## src/rtl/operand_loader_pkg.sv

```systemverilog
// Shared types and constants for the keypad operand loader.
package operand_loader_pkg;
  localparam int NIBBLE_W = 4;
  localparam int KEYS     = 16;

  typedef enum logic [1:0] {
    S_XH = 2'd0,
    S_XL = 2'd1,
    S_YH = 2'd2,
    S_YL = 2'd3
  } state_e;

  function automatic logic is_onehot(input logic [KEYS-1:0] k);
    return (k != '0) && ((k & (k - KEYS'(1))) == '0);
  endfunction
endpackage

```

## src/rtl/key_debounce.sv

```systemverilog
// Keypad debouncer: samples the raw pattern, waits for it to hold, and
// accepts a single one-hot key once per press (re-armed by a stable release).
module key_debounce
  import operand_loader_pkg::*;
#(
  parameter int DEBOUNCE_CYCLES = 1000
) (
  input  logic                clk,
  input  logic                rst_n,
  input  logic [KEYS-1:0]     key_i,
  output logic                accept,
  output logic [NIBBLE_W-1:0] digit
);
  localparam int CW = $clog2(DEBOUNCE_CYCLES);
  localparam logic [CW-1:0] CNT_MAX = CW'(DEBOUNCE_CYCLES - 1);

  logic [KEYS-1:0] key_q;
  logic [CW-1:0]   cnt_q;
  logic            armed_q;
  logic            stable;

  assign stable = (cnt_q == CNT_MAX);
  assign accept = stable && armed_q && is_onehot(key_q);

  always_comb begin
    digit = '0;
    for (int i = 0; i < KEYS; i++)
      if (key_q[i]) digit = NIBBLE_W'(i);
  end

  always_ff @(posedge clk) begin
    if (!rst_n) begin
      key_q   <= '0;
      cnt_q   <= '0;
      armed_q <= 1'b0;
    end else begin
      if (key_i != key_q) begin
        key_q <= key_i;
        cnt_q <= '0;
      end else if (!stable) begin
        cnt_q <= cnt_q + 1'b1;
      end
      // Any stable non-zero pattern disarms: one-hot via acceptance, multi-key
      // silently. Only a stable release re-arms.
      if (stable) armed_q <= (key_q == '0);
    end
  end
endmodule

```

## src/rtl/operand_loader.sv

```systemverilog
// Collects four debounced hex digits into operands X and Y for the ALU stage.
module operand_loader
  import operand_loader_pkg::*;
#(
  parameter int DEBOUNCE_CYCLES = 1000
) (
  input  logic        clk,
  input  logic        rst_n,
  input  logic [15:0] key_out,
  input  logic        clr,
  output logic [7:0]  X,
  output logic [7:0]  Y,
  output logic [1:0]  digit_idx,
  output logic        key_evt,
  output logic        operands_valid
);
  logic                accept;
  logic [NIBBLE_W-1:0] digit;

  state_e     state_q, state_d;
  logic [7:0] x_q, x_d, y_q, y_d;
  logic       evt_q, evt_d, ov_q, ov_d;

  key_debounce #(.DEBOUNCE_CYCLES(DEBOUNCE_CYCLES)) u_deb (
    .clk   (clk),
    .rst_n (rst_n),
    .key_i (key_out),
    .accept(accept),
    .digit (digit)
  );

  always_comb begin
    state_d = state_q;
    x_d     = x_q;
    y_d     = y_q;
    evt_d   = 1'b0;
    ov_d    = 1'b0;
    // clr wins over a same-cycle acceptance; the debouncer still consumes it.
    if (clr) begin
      state_d = S_XH;
      x_d     = '0;
      y_d     = '0;
    end else if (accept) begin
      evt_d = 1'b1;
      case (state_q)
        S_XH: begin x_d = {digit, {NIBBLE_W{1'b0}}}; state_d = S_XL; end
        S_XL: begin x_d[NIBBLE_W-1:0] = digit;       state_d = S_YH; end
        S_YH: begin y_d = {digit, {NIBBLE_W{1'b0}}}; state_d = S_YL; end
        S_YL: begin y_d[NIBBLE_W-1:0] = digit; ov_d = 1'b1; state_d = S_XH; end
        default: state_d = S_XH;
      endcase
    end
  end

  always_ff @(posedge clk) begin
    if (!rst_n) begin
      state_q <= S_XH;
      x_q     <= '0;
      y_q     <= '0;
      evt_q   <= 1'b0;
      ov_q    <= 1'b0;
    end else begin
      state_q <= state_d;
      x_q     <= x_d;
      y_q     <= y_d;
      evt_q   <= evt_d;
      ov_q    <= ov_d;
    end
  end

  assign X              = x_q;
  assign Y              = y_q;
  assign digit_idx      = state_q;
  assign key_evt        = evt_q;
  assign operands_valid = ov_q;
endmodule

```

## config.mk

```make
export PLATFORM = sky130hd
export DESIGN_NAME = operand_loader
export DESIGN_NICKNAME = d
export VERILOG_FILES = /design/src/rtl/operand_loader_pkg.sv /design/src/rtl/key_debounce.sv /design/src/rtl/operand_loader.sv
export SDC_FILE = /design/constraint.sdc
export NUM_CORES = 1
export LEC_CHECK = 0
export BUFFER_PORTS_ARGS = -buffer_cell sky130_fd_sc_hd__buf_4
export CAP_MARGIN = 10
export CELL_PAD_IN_SITES_DETAIL_PLACEMENT = 2
export CELL_PAD_IN_SITES_GLOBAL_PLACEMENT = 2
export CORE_MARGIN = 2
export CORE_UTILIZATION = 37
export CTS_BUF_LIST = sky130_fd_sc_hd__clkbuf_8
export DETAILED_ROUTE_END_ITERATION = 6
export HOLD_SLACK_MARGIN = 0.05
export PLACE_DENSITY_LB_ADDON = 0.1
export SLEW_MARGIN = 20
export SYNTH_ARGS = -nofsm -noshare
export SYNTH_HDL_FRONTEND = slang
export SYNTH_SLANG_ARGS = --single-unit
```

## constraint.sdc

```tcl
create_clock -name clk -period 4.2 [get_ports clk]
set_input_delay 0.84 -clock clk [delete_from_list [all_inputs] [get_ports clk]]
set_output_delay 0.84 -clock clk [all_outputs]
set_load 0.02 [all_outputs]
```

### Word level (Yosys, flattened, before mapping)

Cells that the tools add are included.

* equality and inequality tests: 5
* bitwise logic cells: 3
* muxes and demuxes: 20
* $add $sub $neg: 2
* reductions and logical operators: 16

Operators by type and width (number)
* 16-bit logical NOT: 2
* 4-bit 2-to-1 mux: 8
* 16-bit AND: 1
* 16-bit != test: 1
* 4-bit case mux with 2 select lines: 2
* 16-bit nonzero test: 1
* 16-bit by 1-bit subtractor with 16-bit output (second input constant): 1
* 3-bit 2-to-1 mux: 4
* 10-bit by 1-bit adder with 10-bit output (second input constant): 1
* 10-bit == test (second input constant): 1
* 2-bit case mux with 4 select lines: 1
* 2-bit AND reduction: 4
* 2-bit == test (second input constant): 2
* 2-bit 2-to-1 mux: 2
* 2-bit nonzero test: 2
* 2-bit OR reduction: 2
* 1-bit logical AND: 3
* 1-bit 2-to-1 mux: 3
* 3-bit OR reduction: 1
* 2-bit by 1-bit == test with 1-bit output (second input constant): 1
* 2-bit logical NOT: 1
* 1-bit NOT: 2

* output and inout bits: 20
* logic and storage cells: 56
* bits of input ports: 19
* register bits after elaboration: 47

### Depth between registers and ports, before layout

Gate-level depths: netlist of run 1.

* word-level depth: 16
* gate-level depth with buffers: 9
* mapped depth without buffers: 7

### Modules after synthesis

Synthesis of run 1 repeated with hierarchy kept, for this count alone.

* cells, all modules: 253
* area, all modules: 2394.8 µm²

Modules (own cells, without submodules)
* key_debounce: cells an instance 166, area an instance 1455.1 µm², sequential area each 540.5 µm², instances 1
* operand_loader: cells an instance 87, area an instance 939.7 µm², sequential area each 400.4 µm², instances 1

### Worst setup path before layout of run 1

No wires, ideal clock.

* kind: reg-to-reg
* start point: register u_deb.cnt_q[0]
* end point: register x_q[7], in the netlist X[7]
* cell stages (with the launch flop): 10
* arrival: 2.095 ns
* setup slack: 2.033 ns
* buffers on the path: 2
* cell sequence: dfxtp_1 > ha_1 > nand2_1 > or4_1 > buf_2 > nor2_4 > and4bb_2 > and3_1 > buf_4 > mux2i_1

* word-level cells in the longest chain between the ends: 4

RTL lines
* start: declaration: RTL line key_debounce.sv:18 `logic [CW-1:0] cnt_q;`
* start signal: assignment: RTL line key_debounce.sv:41 `cnt_q <= cnt_q + 1'b1;`
* 10-bit == test: RTL line key_debounce.sv:22 `assign stable = (cnt_q == CNT_MAX);`
* 1-bit logical AND (2 in a row): RTL line key_debounce.sv:23 `assign accept = stable && armed_q && is_onehot(key_q);`
* 2-bit AND reduction (no source line)
* end signal: assignment: RTL line operand_loader.sv:58 `x_q <= '0;`
* end signal: assignment: RTL line operand_loader.sv:64 `x_q <= x_d;`
* end: declaration: RTL line operand_loader.sv:21 `logic [7:0] x_q, x_d, y_q, y_d;`

Every way passes these cells.
A chain may end at the register's enable or synchronous reset.

### Worst setup path after layout of run 1

* start point: register u_deb.cnt_q[0]
* end point: register x_q[1], in the netlist X[1]

Same word-level chain as after synthesis.

==> metrics, run 1 <==
number of fillers in the final layout 664; headroom to the max-slew limit 28.62%; achievable clock frequency 396.6 MHz; routability cong. 0.7510; share of synthesized flip-flops with an asynchronous set or reset 0%; clock root cell clkbuf_8; post-CTS setup buffers 0; NumNets Final 305; unrepaired setup endpoints after global routing false; transition time of the tightest slew-check pin 1057 ps; Cell Area, Placed 2536 µm²; number of global-route vias before repair 1,951; die extent in y 81.11 µm; fraction of layout cells with a size suffix above 1 19.15%; fin. max-slew vios 0; number of antenna violations at the first check in global routing 0; crit path time final 2522 ps; violation count after the first detailed-routing iteration 47; detailed-routing iteration count for the pre-antenna-repair pass 3; residual antenna-violating net count after detailed routing 0; CORE AREA 5816 µm²; average detailed-routed wire length per instance 16.39 µm; Top FF cell, synth dfxtp_1; highest fanout seen on the critical path 7; synth unique cells 42; later-pin clock latency in the skew report 300 ps; crit path DAT 2680 ps; area of the die 6578 µm²; maximum buffer depth of the clock tree 2; clock tree skew after final layout 4.904 ps; Seq cells post-synth 47; endpoints failing setup 0; final cell count without fillers 357; part of the Yosys area used for sequential elements 42.78%; Gate Count Post-Synth 246; half-perimeter wire length after detailed placement 4518 µm; commonest non-fill, non-tap cells in the layout 47 x dfxtp_1, 38 x buf_4, 23 x nor2_1; average vias per placed instance 5.185; diode insertion count for antenna repair 0; htree depth 2; count of cells resized by post-cts repair 0; overall power 905.8 µW; floorplan die width 81.11 µm; CP startpoint kind flop; number of enable flip-flop cells after synthesis 0; leakage power of the design 0.0009940 µW; Period Utilization, post-route 60.04%; Crit. End Element flop; post-synth net total 270; number of CTS-inserted buffers 5; CTS tree built; highest ir drop seen on vdd 0.1479 mV; pin count of the biggest net entering global routing 21; number of buffers inserted for hold repair after clock tree synthesis 0; final sum of negative setup slack 0 ps; required time of the critical path 4350 ps; clock input transition at the sequential cells of the worst setup and hold paths 90 ps; area growth from synthesis to final layout 20.65%; DRC viols 0; Mapped Avg Cell Area 8.942 µm²; post-synth design cell area 2200 µm²; global-route wire length before repair 9811 µm; number of clock sinks 47; I/O Pins 39; aggregate routed wire length 5853 µm; overall global routing resource usage 19.80%; count of vias placed by the detailed router 1,851; worst hold path type flop to flop; post-route cell area 2654 µm²; remaining global-route overflow 0; Starting Density 37.82%; hold violation count in the final report 0; number of warnings printed during yosys synthesis 0; Port Buffer Count 38; max-capacitance violation count 0; critical setup path kind flop to flop; Core Rows 28; total power density per cell area 341.3 nW/µm²; DP Cell Count 349; outcome finished clean; most common cell after layout, fill and taps aside dfxtp_1
final timing paths:
path	to	depth (start not counted)	startpoint	slack, ps
max	X[1]$_SDFFE_PP0P_	7	u_deb.cnt_q[0]$_SDFFE_PP0P_	1680
min	Y[4]$_SDFFE_PP0P_	2	Y[4]$_SDFFE_PP0P_	470
max reg2reg	X[1]$_SDFFE_PP0P_	7	u_deb.cnt_q[0]$_SDFFE_PP0P_	1680
min reg2reg	Y[4]$_SDFFE_PP0P_	2	Y[4]$_SDFFE_PP0P_	470
sequential cells by signal, summed over array words and instances (netlist names):
signal / flops
Y: 8
u_deb.armed_q: 1
key_evt: 1
u_deb.cnt_q: 10
digit_idx: 2
X: 8
operands_valid: 1
u_deb.key_q: 16
cell type report:
| cell class | count | area (µm²) | area share (%) |
|---|---|---|---|
| multi-input combinational | 176 | 1167 | 43.99 |
| sequential | 47 | 940.9 | 35.45 |
| timing repair buffer | 38 | 285.3 | 10.75 |
| tap | 75 | 93.84 | 3.536 |
| clock buffer | 6 | 82.58 | 3.112 |
| inverter | 13 | 48.80 | 1.839 |
| clock inverter | 2 | 35.03 | 1.320 |
per-layer routing:
metal  GRT usage (%)  part of all wire, %
met5               0                    0
met4           4.576                  1.0
met3           3.667                  2.4
met2           36.20                   51
met1           23.92                   45
cells by family (layout without fill, tap and decap cells):
logic type | count (synthesis) | after routing | synth area share [%]
buf+inv | 23 | 59 | 4.153
xor+xnor | 26 | 26 | 10.35
flops | 47 | 47 | 42.78
compound gates | 38 | 38 | 11.83
simple gates | 98 | 98 | 23.95
fa+ha+maj | 5 | 5 | 2.844
mux | 9 | 9 | 4.096
cells in the mapped netlist (5+ instances only):
cell      count  area (µm²)
clkbuf_1      8       30.03
nand3_1      11       55.05
dfxtp_1      47       940.9
nor3_1        7       35.03
a21oi_1      11       55.05
nor4_1        5       31.28
nand2_1      16       60.06
mux2i_1       9       90.09
nor2_1       23       86.33
and2_1       16       100.1
xnor2_1      22       192.7
inv_1        13       48.80
o22ai_1       9       56.30
ha_1          5       62.56
metrics by stage:
| stage | hold WS, ps | setup slack [ps] | util [%] |
|---|---|---|---|
| 5_1_grt | 486.0 | 1489 | 45.63 |
| 4_1_cts | 470.9 | 1635 | 45.63 |
| 2_1_floorplan | 478.7 | 2033 | - |
| 3_5_place_dp | 458.7 | 1544 | 43.61 |
| 3_3_place_gp | 450.7 | 1586 | 43.61 |
| 6_report | 465.6 | 1678 | 45.63 |
where the power goes:
part | total (µW) | switching [µW] | internal [µW] | leakage, µW
Combinational | 87.5 | 45.2 | 42.3 | 0.000550
Sequential | 471 | 17.2 | 454 | 0.000383
Clock | 348 | 155 | 193 | 0.0000612
Total | 906 | 217 | 689 | 0.000994
critical path: stages (launching register included):
cell	delay [ps]
dfxtp_1	380
ha_1	210
nand2_1	90
or4_1	720
nor2_4	180
nand4bb_1	230
o31ai_2	420
o22ai_1	140
Note: power is estimated with default switching activity, not from simulation.
==> run 2: changes to the inputs <==
CORE_UTILIZATION = 31   (was 37)
clock period = 2.1 ns   (was 4.2 ns; I/O delays follow)
==> run 2 against run 1 <==
- critical path type unchanged
- count of clock-buffer cells in the layout shrank 1
- worst setup slack lost 1600 ps
- cell count grew 17%
==> metrics, run 2 (synthesized netlist as in run 1, its figures left out) <==
commonest non-fill, non-tap cells in the layout 77 x buf_4, 44 x dfxtp_1, 23 x nor2_1; count of vias placed by the detailed router 1,966 (+6.2%); CORE AREA 6832 µm² (+17%); required time of the critical path 2330 ps (-2020 ps); number of clock sinks 47 (unchanged); clock input transition at the sequential cells of the worst setup and hold paths 80 ps (about the same); htree depth 2 (unchanged); CP startpoint kind flop; area of the die 7785 µm² (+18%); critical setup path kind flop to flop; routability cong. 0.7599 (+1.2%); registers with the most flip-flops u_deb.key_q x16, u_deb.cnt_q x10; most common cell after layout, fill and taps aside buf_4; remaining global-route overflow 0 (unchanged); start point of the worst min-delay path key_out[3]; highest fanout seen on the critical path 4 (-3); clock tree skew after final layout 4.896 ps (-0.007720 ps); overall power 1826 µW (+100%); unrepaired setup endpoints after global routing true; Crit. End Element flop; transition time of the tightest slew-check pin 632.8 ps (-424.1 ps); max-capacitance violation count 0 (unchanged); crit path DAT 2270 ps (-410 ps); NumNets Final 344 (+13%); violation count after the first detailed-routing iteration 72 (+53%); average detailed-routed wire length per instance 15.51 µm (-5.4%); detailed-routing iteration count for the pre-antenna-repair pass 4 (+1); later-pin clock latency in the skew report 300 ps (about the same); aggregate routed wire length 6451 µm (+10%); Starting Density 32.20% (-5.6 points); half-perimeter wire length after detailed placement 5030 µm (+11%); average vias per placed instance 4.726 (-8.9%); DRC viols 0 (unchanged); crit path time final 2041 ps (-480.9 ps); Cell Area, Placed 2844 µm² (+12%); Period Utilization, post-route 97.18% (+37 points); highest ir drop seen on vdd 0.3121 mV (+110%); I/O Pins 39 (unchanged); Core Rows 30 (+7.1%); diode insertion count for antenna repair 0 (unchanged); overall global routing resource usage 18.16% (-1.6 points); max reg flops 16 (unchanged); fin. max-slew vios 0 (unchanged); number of antenna violations at the first check in global routing 0 (unchanged); global-route wire length before repair 10,760 µm (+9.6%); pin count of the biggest net entering global routing 21 (unchanged); outcome finished clean; CTS tree built; worst hold path type input pin to flop; Reg-to-Reg Start u_deb.cnt_q[3]$_SDFFE_PP0P_; headroom to the max-slew limit 57.45% (+29 points); die extent in y 88.24 µm (+8.8%); fraction of layout cells with a size suffix above 1 32.81% (+14 points); first element of the critical path u_deb.cnt_q[3]$_SDFFE_PP0P_; floorplan die width 88.24 µm (+8.8%); achievable clock frequency 490.0 MHz (+24%); hold violation count in the final report 0 (unchanged); post-route cell area 3055 µm² (+15%); Port Buffer Count 38 (unchanged); Worst Hold Slack 329.1 ps (-136.5 ps); endpoints failing setup 0 (unchanged); number of fillers in the final layout 794 (+20%); residual antenna-violating net count after detailed routing 0 (unchanged); number of global-route vias before repair 2,140 (+9.7%); Biggest register u_deb.key_q; clock root cell clkbuf_8; leakage power of the design 0.001194 µW (+20%); number of CTS-inserted buffers 5 (unchanged); maximum buffer depth of the clock tree 2 (unchanged); total power density per cell area 597.5 nW/µm² (+75%); area growth from synthesis to final layout 38.91%
[run 2: cell types whose count changed in the layout (fill, tap and decap cells not counted), sizes merged]
cell / delta
buf: +39
clkbuf: -1
clkinv: -1
inv: +1
[run 2: layer usage]
| metal | share of wire [%] | GRT usage (%) |
|---|---|---|
| met4 | 0.73 | 3.306 |
| met1 | 46 | 22.96 |
| met3 | 3.0 | 4.757 |
| met2 | 51 | 31.51 |
| met5 | 0 | 0 |
[run 2: stage by stage]
stage / util [%] / std cells / setup slack [ps] / setup TNS [ps]
after floorplan: - / 246 / 22.91 / 0
after detailed placement: 41.63 / 407 / -78.08 / -507.4
final: 44.73 / 416 / 59.15 / 0
after global placement: 41.63 / 407 / 1.966 / 0
after CTS: 43.85 / 415 / 5.153 / 0
after global routing: 44.73 / 416 / -61.22 / -260.5
[run 2: area by class of cell]
type / count / area (µm²) / area share [%]
Clock buffer: 5 / 68.82 / 2.252
Clock inverter: 2 / 33.78 / 1.106
Inverter: 13 / 48.80 / 1.597
Multi-Input combinational cell: 176 / 1261 / 41.28
Sequential cell: 47 / 944.7 / 30.92
Tap cell: 96 / 120.1 / 3.931
Timing Repair Buffer: 77 / 578.1 / 18.92
[run 2: power by group]
part | internal [µW] | total, µW | switching (µW)
Sequential | 907 | 925 | 18.0
Clock | 344 | 645 | 301
Combinational | 128 | 255 | 127
[run 2: path summary, 6_finish.rpt]
path / end / slack [ps] / depth (start not counted)
max: X[6]$_SDFFE_PP0P_ / 60 / 6
min: u_deb.key_q[3]$_SDFFE_PN0P_ / 330 / 2
max reg2reg: X[6]$_SDFFE_PP0P_ / 60 / 6
min reg2reg: Y[2]$_SDFFE_PP0P_ / 470 / 2
[run 2: worst max-delay path, cell delays in order, from the launching register on]
cell,delay (ps)
dfxtp_2,330
or2_1,220
or4_4,530
nor2_4,140
and4bb_2,280
and3_4,250
mux2i_1,210
[run 2: what timing repair did]
| action | CTS | global route |
|---|---|---|
| endpoints found under the setup margin | 13 | 18 |
| hold buffers | 0 | 0 |
| pin swaps | 4 | 7 |
| resized for setup | 7 | 11 |
| endpoints found under the hold margin | 0 | 0 |
| buffers inserted | 1 | 1 |
